### config.mk
export PLATFORM = sky130hd
export DESIGN_NAME = idma_obi_read_legalizer
export DESIGN_NICKNAME = d
export VERILOG_FILES = /design/src/rtl/idma_obi_legalizer_pkg.sv /design/src/rtl/idma_stream_fork2.sv /design/src/rtl/idma_obi_read_legalizer.sv
export SDC_FILE = /design/constraint.sdc
export NUM_CORES = 1
export LEC_CHECK = 0
export CORE_UTILIZATION = 53
export DETAILED_ROUTE_END_ITERATION = 12
export PLACE_DENSITY_LB_ADDON = 0.3
export SLEW_MARGIN = 0
export SYNTH_ARGS = -nofsm -noshare
export SYNTH_HDL_FRONTEND = slang
export SYNTH_HIERARCHICAL = 1
export SYNTH_SLANG_ARGS = --single-unit
### constraint.sdc
create_clock -name clk_i -period 7.1 [get_ports clk_i]
set_clock_uncertainty 0.1 [all_clocks]
set_input_delay 2.13 -clock clk_i [delete_from_list [all_inputs] [get_ports clk_i]]
set_output_delay 2.13 -clock clk_i [all_outputs]
set_load 0.02 [all_outputs]
### src/rtl/idma_obi_legalizer_pkg.sv
// Shared types for the iDMA OBI read/write legalizers.
// The typedefs are sized for the default bus geometry; a legalizer built with
// overridden widths must be paired with a package built to the same geometry.
package idma_obi_legalizer_pkg;

  localparam int unsigned DefDataWidth  = 32;
  localparam int unsigned DefAddrWidth  = 32;
  localparam int unsigned DefTfLenWidth = 32;
  localparam int unsigned DefStrbWidth  = DefDataWidth / 8;
  localparam int unsigned OffsetWidth   = $clog2(DefStrbWidth);

  typedef logic [OffsetWidth-1:0]   offset_t;
  typedef logic [DefAddrWidth-1:0]  addr_t;
  typedef logic [DefTfLenWidth-1:0] len_t;

  // Per-beat read datapath descriptor consumed by the transport layer.
  typedef struct packed {
    offset_t offset;
    offset_t tailer;
    offset_t shift;
  } r_dp_desc_t;

  typedef enum logic {
    LEG_IDLE  = 1'b0,
    LEG_BURST = 1'b1
  } leg_state_e;

endpackage

### src/rtl/idma_stream_fork2.sv
// Two-way valid/ready fork with per-output sent flags.
// Ports:
//   clk_i, rst_ni   clock, asynchronous active-low reset
//   valid_i         upstream item present
//   ready_o         upstream item retires (both outputs handshaken or already sent)
//   valid_o[1:0]    per-output valid, dropped once that output has been accepted
//   ready_i[1:0]    per-output ready
module idma_stream_fork2 (
  input  logic       clk_i,
  input  logic       rst_ni,
  input  logic       valid_i,
  output logic       ready_o,
  output logic [1:0] valid_o,
  input  logic [1:0] ready_i
);

  logic [1:0] sent_q, sent_d;
  logic [1:0] hs;
  logic [1:0] done;

  // An output already accepted for the current item stays silent until retire.
  always_comb begin
    valid_o = {2{valid_i}} & ~sent_q;
    hs      = valid_o & ready_i;
    done    = sent_q | hs;
    ready_o = valid_i & (&done);
    sent_d  = ready_o ? 2'b00 : (sent_q | hs);
  end

  always_ff @(posedge clk_i or negedge rst_ni) begin
    if (!rst_ni) begin
      sent_q <= 2'b00;
    end else begin
      sent_q <= sent_d;
    end
  end

endmodule

### src/rtl/idma_obi_read_legalizer.sv
// Read-side legalizer: splits one 1D transfer into word-aligned single-beat
// OBI read requests plus the matching read datapath descriptor per beat.
// Ports:
//   clk_i, rst_ni                       clock, asynchronous active-low reset
//   req_src_addr_i/req_dst_addr_i       transfer byte addresses (dst only sets shift)
//   req_length_i, req_valid_i/ready_o   transfer length in bytes and handshake
//   ar_addr_o, ar_valid_o/ready_i       word-aligned read request channel
//   r_dp_offset/tailer/shift_o          read datapath descriptor
//   r_dp_valid_o/ready_i                descriptor handshake
//   busy_o                              a transfer is being split
module idma_obi_read_legalizer
  import idma_obi_legalizer_pkg::*;
#(
  parameter int unsigned DataWidth  = DefDataWidth,
  parameter int unsigned AddrWidth  = DefAddrWidth,
  parameter int unsigned TfLenWidth = DefTfLenWidth
) (
  input  logic                                clk_i,
  input  logic                                rst_ni,
  input  logic [AddrWidth-1:0]                req_src_addr_i,
  input  logic [AddrWidth-1:0]                req_dst_addr_i,
  input  logic [TfLenWidth-1:0]               req_length_i,
  input  logic                                req_valid_i,
  output logic                                req_ready_o,
  output logic [AddrWidth-1:0]                ar_addr_o,
  output logic                                ar_valid_o,
  input  logic                                ar_ready_i,
  output logic [$clog2(DataWidth/8)-1:0]      r_dp_offset_o,
  output logic [$clog2(DataWidth/8)-1:0]      r_dp_tailer_o,
  output logic [$clog2(DataWidth/8)-1:0]      r_dp_shift_o,
  output logic                                r_dp_valid_o,
  input  logic                                r_dp_ready_i,
  output logic                                busy_o
);

  localparam int unsigned StrbWidth = DataWidth / 8;
  localparam int unsigned OffW      = $clog2(StrbWidth);

  leg_state_e             state_q, state_d;
  logic [AddrWidth-1:0]   addr_q, addr_d;
  logic [TfLenWidth-1:0]  rem_q, rem_d;
  r_dp_desc_t             desc_q, desc_d;

  logic                   in_burst;
  logic                   beat_done;
  logic [1:0]             fork_valid;
  logic [1:0]             fork_ready;
  logic [TfLenWidth-1:0]  room;
  logic [TfLenWidth-1:0]  beat_bytes;
  logic                   last_beat;

  // Unused top bytes of a beat starting at off with rem bytes left; zero
  // unless this beat is the last one. Comparing before subtracting keeps the
  // arithmetic safe for the maximum length.
  function automatic offset_t tail_of(input logic [TfLenWidth-1:0] rem,
                                      input offset_t               off);
    logic [TfLenWidth-1:0] room_f;
    room_f = TfLenWidth'(StrbWidth) - TfLenWidth'(off);
    return (rem <= room_f) ? OffW'(room_f - rem) : '0;
  endfunction

  // Next-state and datapath update; the tailer is precomputed for the next
  // beat so every descriptor field leaves straight from a register.
  always_comb begin
    state_d    = state_q;
    addr_d     = addr_q;
    rem_d      = rem_q;
    desc_d     = desc_q;
    room       = TfLenWidth'(StrbWidth) - TfLenWidth'(desc_q.offset);
    last_beat  = (rem_q <= room);
    beat_bytes = last_beat ? rem_q : room;

    case (state_q)
      LEG_IDLE: begin
        if (req_valid_i && (req_length_i != '0)) begin
          state_d       = LEG_BURST;
          addr_d        = {req_src_addr_i[AddrWidth-1:OffW], OffW'(0)};
          rem_d         = req_length_i;
          desc_d.offset = req_src_addr_i[OffW-1:0];
          desc_d.shift  = req_src_addr_i[OffW-1:0] - req_dst_addr_i[OffW-1:0];
          desc_d.tailer = tail_of(req_length_i, req_src_addr_i[OffW-1:0]);
        end
      end
      LEG_BURST: begin
        if (beat_done) begin
          rem_d         = rem_q - beat_bytes;
          addr_d        = addr_q + AddrWidth'(StrbWidth);
          desc_d.offset = '0;
          desc_d.tailer = tail_of(rem_q - beat_bytes, '0);
          if (last_beat) begin
            state_d = LEG_IDLE;
          end
        end
      end
      default: begin
        state_d = LEG_IDLE;
      end
    endcase
  end

  always_ff @(posedge clk_i or negedge rst_ni) begin
    if (!rst_ni) begin
      state_q <= LEG_IDLE;
      addr_q  <= '0;
      rem_q   <= '0;
      desc_q  <= '0;
    end else begin
      state_q <= state_d;
      addr_q  <= addr_d;
      rem_q   <= rem_d;
      desc_q  <= desc_d;
    end
  end

  assign in_burst   = (state_q == LEG_BURST);
  assign fork_ready = {r_dp_ready_i, ar_ready_i};

  // Read request and descriptor are accepted independently per beat.
  idma_stream_fork2 i_fork (
    .clk_i   (clk_i),
    .rst_ni  (rst_ni),
    .valid_i (in_burst),
    .ready_o (beat_done),
    .valid_o (fork_valid),
    .ready_i (fork_ready)
  );

  assign req_ready_o   = (state_q == LEG_IDLE);
  assign busy_o        = in_burst;
  assign ar_addr_o     = addr_q;
  assign ar_valid_o    = fork_valid[0];
  assign r_dp_valid_o  = fork_valid[1];
  assign r_dp_offset_o = desc_q.offset;
  assign r_dp_tailer_o = desc_q.tailer;
  assign r_dp_shift_o  = desc_q.shift;

endmodule

# Word-level counts from Yosys, hierarchy flattened
# Cells that the tools add are included.
# classes
addsub,7
magnitude_cmp,3
eq_ne,2
n_mux,17
bitwise_logic,6
n_reduce_logical,5
# op_table
operator,n
two-way mux 32 bit,5
case mux 32 bit (2 select lines),2
less-or-equal comparator 32 bit,2
adder 32 x 3 -> 32 bit (second input constant),1
less-or-equal comparator 32 x 3 -> 1 bit (second input constant),1
nonzero test 32 bit,1
subtractor 32 bit,1
case mux 4 bit (2 select lines),1
subtractor 3 x 2 -> 4 bit (first input constant),2
two-way mux 2 bit,3
two-way mux 6 bit,1
AND reduction 2 bit,3
bitwise AND 2 bit,2
two-way mux 4 bit,1
!= test 2 x 1 -> 1 bit (second input constant),2
subtractor 2 bit,2
two-way mux 1 bit,3
NOT 2 bit,1
bitwise OR 2 bit,1
case mux 1 bit (2 select lines),1
subtractor 1 x 2 -> 2 bit (first input constant),1
bitwise AND 1 bit,1
logical AND 1 bit,1
NOT 1 bit,1
# totals
ff_bits,73
word_cells,47

# Logic depth before layout (Yosys ltp)
# logic_depth
depth_word,8
depth_mapped,20

# By module
# The synthesis kept the hierarchy.
# by_module_without_submodules
mod,n_inst,cells_each,area_per_inst_um2,seq_area_each_um2
idma_obi_read_legalizer,1,615,4922.2,1726.7
idma_stream_fork2,1,11,102.6,50.0

# Least setup slack after synthesis
# No wires, ideal clock.
# synth_timing
kind,register -> register
start,register rem_q[21]
end,register desc_q (netlist bit r_dp_tailer_o[0])
setup_time_ps,83
arrival_ps,4357
setup_slack_ps,2561
stages_incl_launch_ff,16
path_cell_list,dfrtp_1 > buf_6 > or4_4 > or3_4 > or3_4 > nor4_4 > mux2i_1 > ha_1 > or4_4 > buf_6 > or4_4 > nor3_1 > xor2_1 > nor4_1 > nand4_1 > o21ai_0
# synth_between
elab_chain_len,7
# synth_lines
element,line_no,rtl
from (decl),idma_obi_read_legalizer.sv:41,"logic [TfLenWidth-1:0] rem_q, rem_d;"
from (signal assigned),idma_obi_read_legalizer.sv:110,rem_q <= rem_d;
less-or-equal comparator 32 bit,idma_obi_read_legalizer.sv:70,last_beat = (rem_q <= room);
two-way mux 32 bit,idma_obi_read_legalizer.sv:71,beat_bytes = last_beat ? rem_q : room;
subtractor 32 bit (*),idma_obi_read_legalizer.sv:89,"desc_d.tailer = tail_of(rem_q - beat_bytes, '0);"
less-or-equal comparator 32 x 3 -> 1 bit / subtractor 1 x 2 -> 2 bit (equally long branches),idma_obi_read_legalizer.sv:59,return (rem <= room_f) ? OffW'(room_f - rem) : '0;
two-way mux 2 bit (*),idma_obi_read_legalizer.sv:59,
two-way mux 4 bit (*),idma_obi_read_legalizer.sv:85,if (beat_done) begin
case mux 4 bit (2 select lines) (*),idma_obi_read_legalizer.sv:73,case (state_q)
to (signal assigned),idma_obi_read_legalizer.sv:111,desc_q <= desc_d;
to (decl),idma_obi_read_legalizer.sv:42,"r_dp_desc_t desc_q, desc_d;"
# Every way passes the cells marked *; elsewhere a longest branch is shown, timed or not. The select of a mux whose other input is x is not followed.
# A chain may end at the register's enable or synchronous reset.

# Final worst setup path
# layout_timing
start,register rem_q[22]
end,register desc_q (netlist bit r_dp_tailer_o[0])
# The elaborated chain is that of the path after synthesis.

==> reports/results.txt <==
Synth Area in Simple Gates: 0.252
Crit Path Category: reg2reg
Count of antenna-violating nets left after detailed routing: 0
Max VDD drop: 0.278 mV
Total number of yosys warnings: 6
Final setup violation count: 0
Post-Synthesis Cell Area: 5020 µm²
Number of pins with negative max-slew slack in the final report: 0
Num CTS Buffers: 9
Count of final hold-check violations: 0
Number of nets at the end of the flow: 829
Crit path buffers/inverters: 0
Final critical path time including I/O delays and setup: 5.14 ns
Count of unique library cells instantiated by Yosys: 62
Leading register cell type out of synthesis: dfrtp_1
Worst Hold Class: reg2reg
First-pass GRT wire length: 23600 µm
Top cell family by delay on the critical path: simple AND/OR/NAND/NOR gates
Stage delay of the slowest cell on the critical path: 0.59 ns
# rows: 35
Number of standard cells after synthesis: 626
Die Span Y: 99.4 µm
Post_cts resized: 0
Number of buffers on the longest clock path: 2
Boundary Pins: 143
Worst setup slack before clock tree synthesis: 1.71 ns
Maximum achievable frequency: 195 MHz
Total of hold buffers inserted after clock tree synthesis: 0
Drt drc: 0
Vias: 5307
Final worst setup slack: 1.96 ns
Share of the yosys chip area belonging to registers: 0.354
Total power per unit cell area: 458 nW/µm²
CTS sink count: 71
Unrepaired setup endpoints after global routing: no
Overall die area: 9870 µm²
Endpoint arrival time on the critical path: 5.30 ns
Ant. Diodes: 0
# fillers: 775
Share of final-layout standard cells stronger than drive strength 1: 0.0767
Critical path peak fanout: 9
Residual overflow from global routing: 0
Routed vias/inst: 6.41
Adder-Cell Fraction of Synth Area: 0.0413
Worst reg-to-reg setup slack: 1.96 ns
Maximum capacitance violations: 0
Initial cell density of the core: 0.546
Required @ worst endpoint: 7.27 ns
Area fraction in compound gates after synthesis: 0.252
Part of the cycle the worst path needs: 0.723
Number of input and output port buffers inserted: 110
Clock insertion delay at the later pin of the skew report: 0.35 ns
Average cell area after synthesis: 8.03 µm²
Slew headroom: 0.379
Number of search-and-repair iterations in the first detailed-routing pass: 6
First-iteration detailed-routing DRC count: 385
Synthesis-to-layout area growth: 25.6%
Clock tree from TritonCTS: yes
Register bit total from synthesis: 71
Half-perimeter wire length of the detailed placement result: 9860 µm
Vias in the first global route: 4964
Mean routed wirelength per cell: 17.4 µm
CTS H-Tree Depth: 3
Async set-reset flop share out of synthesis: 1.00
Area share of xor/xnor cells in the synthesized design: 0.0192
Worst setup EP type: flip-flop
Slowest cell on crit path: or4_4
Cells traversed along the worst timing path: or4_4 -> or3_4 -> or3_4 -> nor4_4 -> mux2i_1 -> ha_1 -> or4_4 -> or4_4 -> nor3_1 -> xor2_1 -> nor4_1 -> nand4_1 -> o21ai_0
Multiplexer share of the synthesized area: 0.0219
Cell chosen for the clock root: clkbuf_8
Most numerous cell on the critical path: or4_4
Number of antenna violations at the first check in global routing: 0
Setup TNS: 0 ns
Kind of launch point of the worst setup path: flip-flop
Final weighted congestion in routability-driven placement: 0.911
Largest net degree at the start of global routing: 80
Outcome: complete, no violations
Lkg Pwr: 2.57 nW
Transition time at the pin with the least slew margin: 0.932 ns
Total setup buffers inserted after CTS: 0
Aggregate routed wire length: 14400 µm
Clock-pin slew reported for the worst setup and hold paths after clock tree synthesis: 0.09 ns
Aggregate global-route resource usage: 0.297
Post-synth EDFFs: 0
Area of the core region: 9200 µm²
Largest family of logic cells by synthesized area: compound AO/OA/AOI/OAI gates
Chip width: 99.4 µm
[cells in the final DEF (no fill, tap or decap), drive strengths merged, types with 11 or more instances in the layout]
| cell type | n |
|---|---|
| nand2 | 54 |
| and3 | 11 |
| nor3 | 16 |
| clkbuf | 11 |
| mux2i | 11 |
| a21oi | 70 |
| nor2 | 47 |
| nand3 | 38 |
| ha | 15 |
| nor4 | 24 |
| dfrtp | 71 |
| o22ai | 28 |
| o21ai | 62 |
| inv | 22 |
| clkdlybuf4s50 | 109 |
[sequential cells by signal, summed over array words and instances, names as in the netlist]
name and flops:
ar_addr_o 30, busy_o 1, i_fork/sent_q 2, r_dp_offset_o 2, r_dp_shift_o 2, r_dp_tailer_o 2
rem_q 32
[power by group]
part	switching [mW]	leakage, nW	internal [mW]
logic	1.01	1.57	0.739
clock network	0.167	0.0977	0.164
registers	0.243	0.903	0.567
total	1.42	2.57	1.47
[stage by stage]
stage               hold slack (ns)  total power, mW  cell area (µm²)  utilization  instances
floorplan                     0.399             2.04             5030            -        627
global placement              0.367             2.46             6120        0.666        812
detailed placement            0.382             2.52             6120        0.666        812
CTS                           0.407             2.86             6310        0.686        828
global route                  0.446             3.11             6310        0.686        828
finish                        0.400             2.89             6310        0.686        828
[worst register-to-register path: cells and delay by family (launching register included)]
kind	cells	cell delay, ns
AO/OA/AOI/OAI	1	0.21
XOR/XNOR	1	0.13
adder cells (fa/ha/maj)	1	0.28
flip-flops	1	0.45
multiplexers	1	0.15
AND/OR/NAND/NOR	9	3.74
[worst paths after layout]
path | cells past startpoint | start | endpoint
setup / recovery | 13 | rem_q[22] | r_dp_tailer_o[0]
max in group asynchronous | 2 | rst_ni | busy_o
hold / removal | 2 | r_dp_shift_o[0] | r_dp_shift_o[0]
setup reg to reg | 13 | rem_q[22] | r_dp_tailer_o[0]
hold reg to reg | 2 | r_dp_shift_o[0] | r_dp_shift_o[0]
min in group asynchronous | 2 | rst_ni | rem_q[12]
[cell families after synthesis]
family,count (synthesis)
simple gates,239
other cells,1
fa+ha+maj,16
flops,71
mux,11
compound gates,212
buf+inv,65
xor+xnor,11
[synth_stat cells (all sizes together) (11+ instances only)]
library cell | instances | area (µm²)
inv | 21 | 78.8
dfrtp | 71 | 1780
o22ai | 28 | 175
nor3 | 16 | 85.1
o21ai | 62 | 310
ha | 15 | 188
nand3 | 38 | 190
a21oi | 70 | 350
nand2 | 54 | 203
and3 | 11 | 68.8
clkbuf | 33 | 124
nor2 | 47 | 176
mux2i | 11 | 110
nor4 | 24 | 180
[routing by layer]
layer	wire [µm]	share of wire	track usage	vias up
li1	-	-	-	2507
met1	6360	0.44	0.410	2503
met2	6700	0.47	0.479	270
met3	1100	0.077	0.0443	27
met4	240	0.017	0.104	0
met5	0	0	0	-
[cell type report]
| type | count | area, µm² | area share |
|---|---|---|---|
| tap | 111 | 139 | 0.0220 |
| timing repair buffer | 117 | 1150 | 0.182 |
| multi-input combinational | 491 | 2970 | 0.471 |
| clock inverter | 5 | 57.6 | 0.00912 |
| inverter | 22 | 82.6 | 0.0131 |
| clock buffer | 11 | 131 | 0.0208 |
| sequential | 71 | 1780 | 0.282 |
No activity file was read; power rests on OpenSTA's default activity.
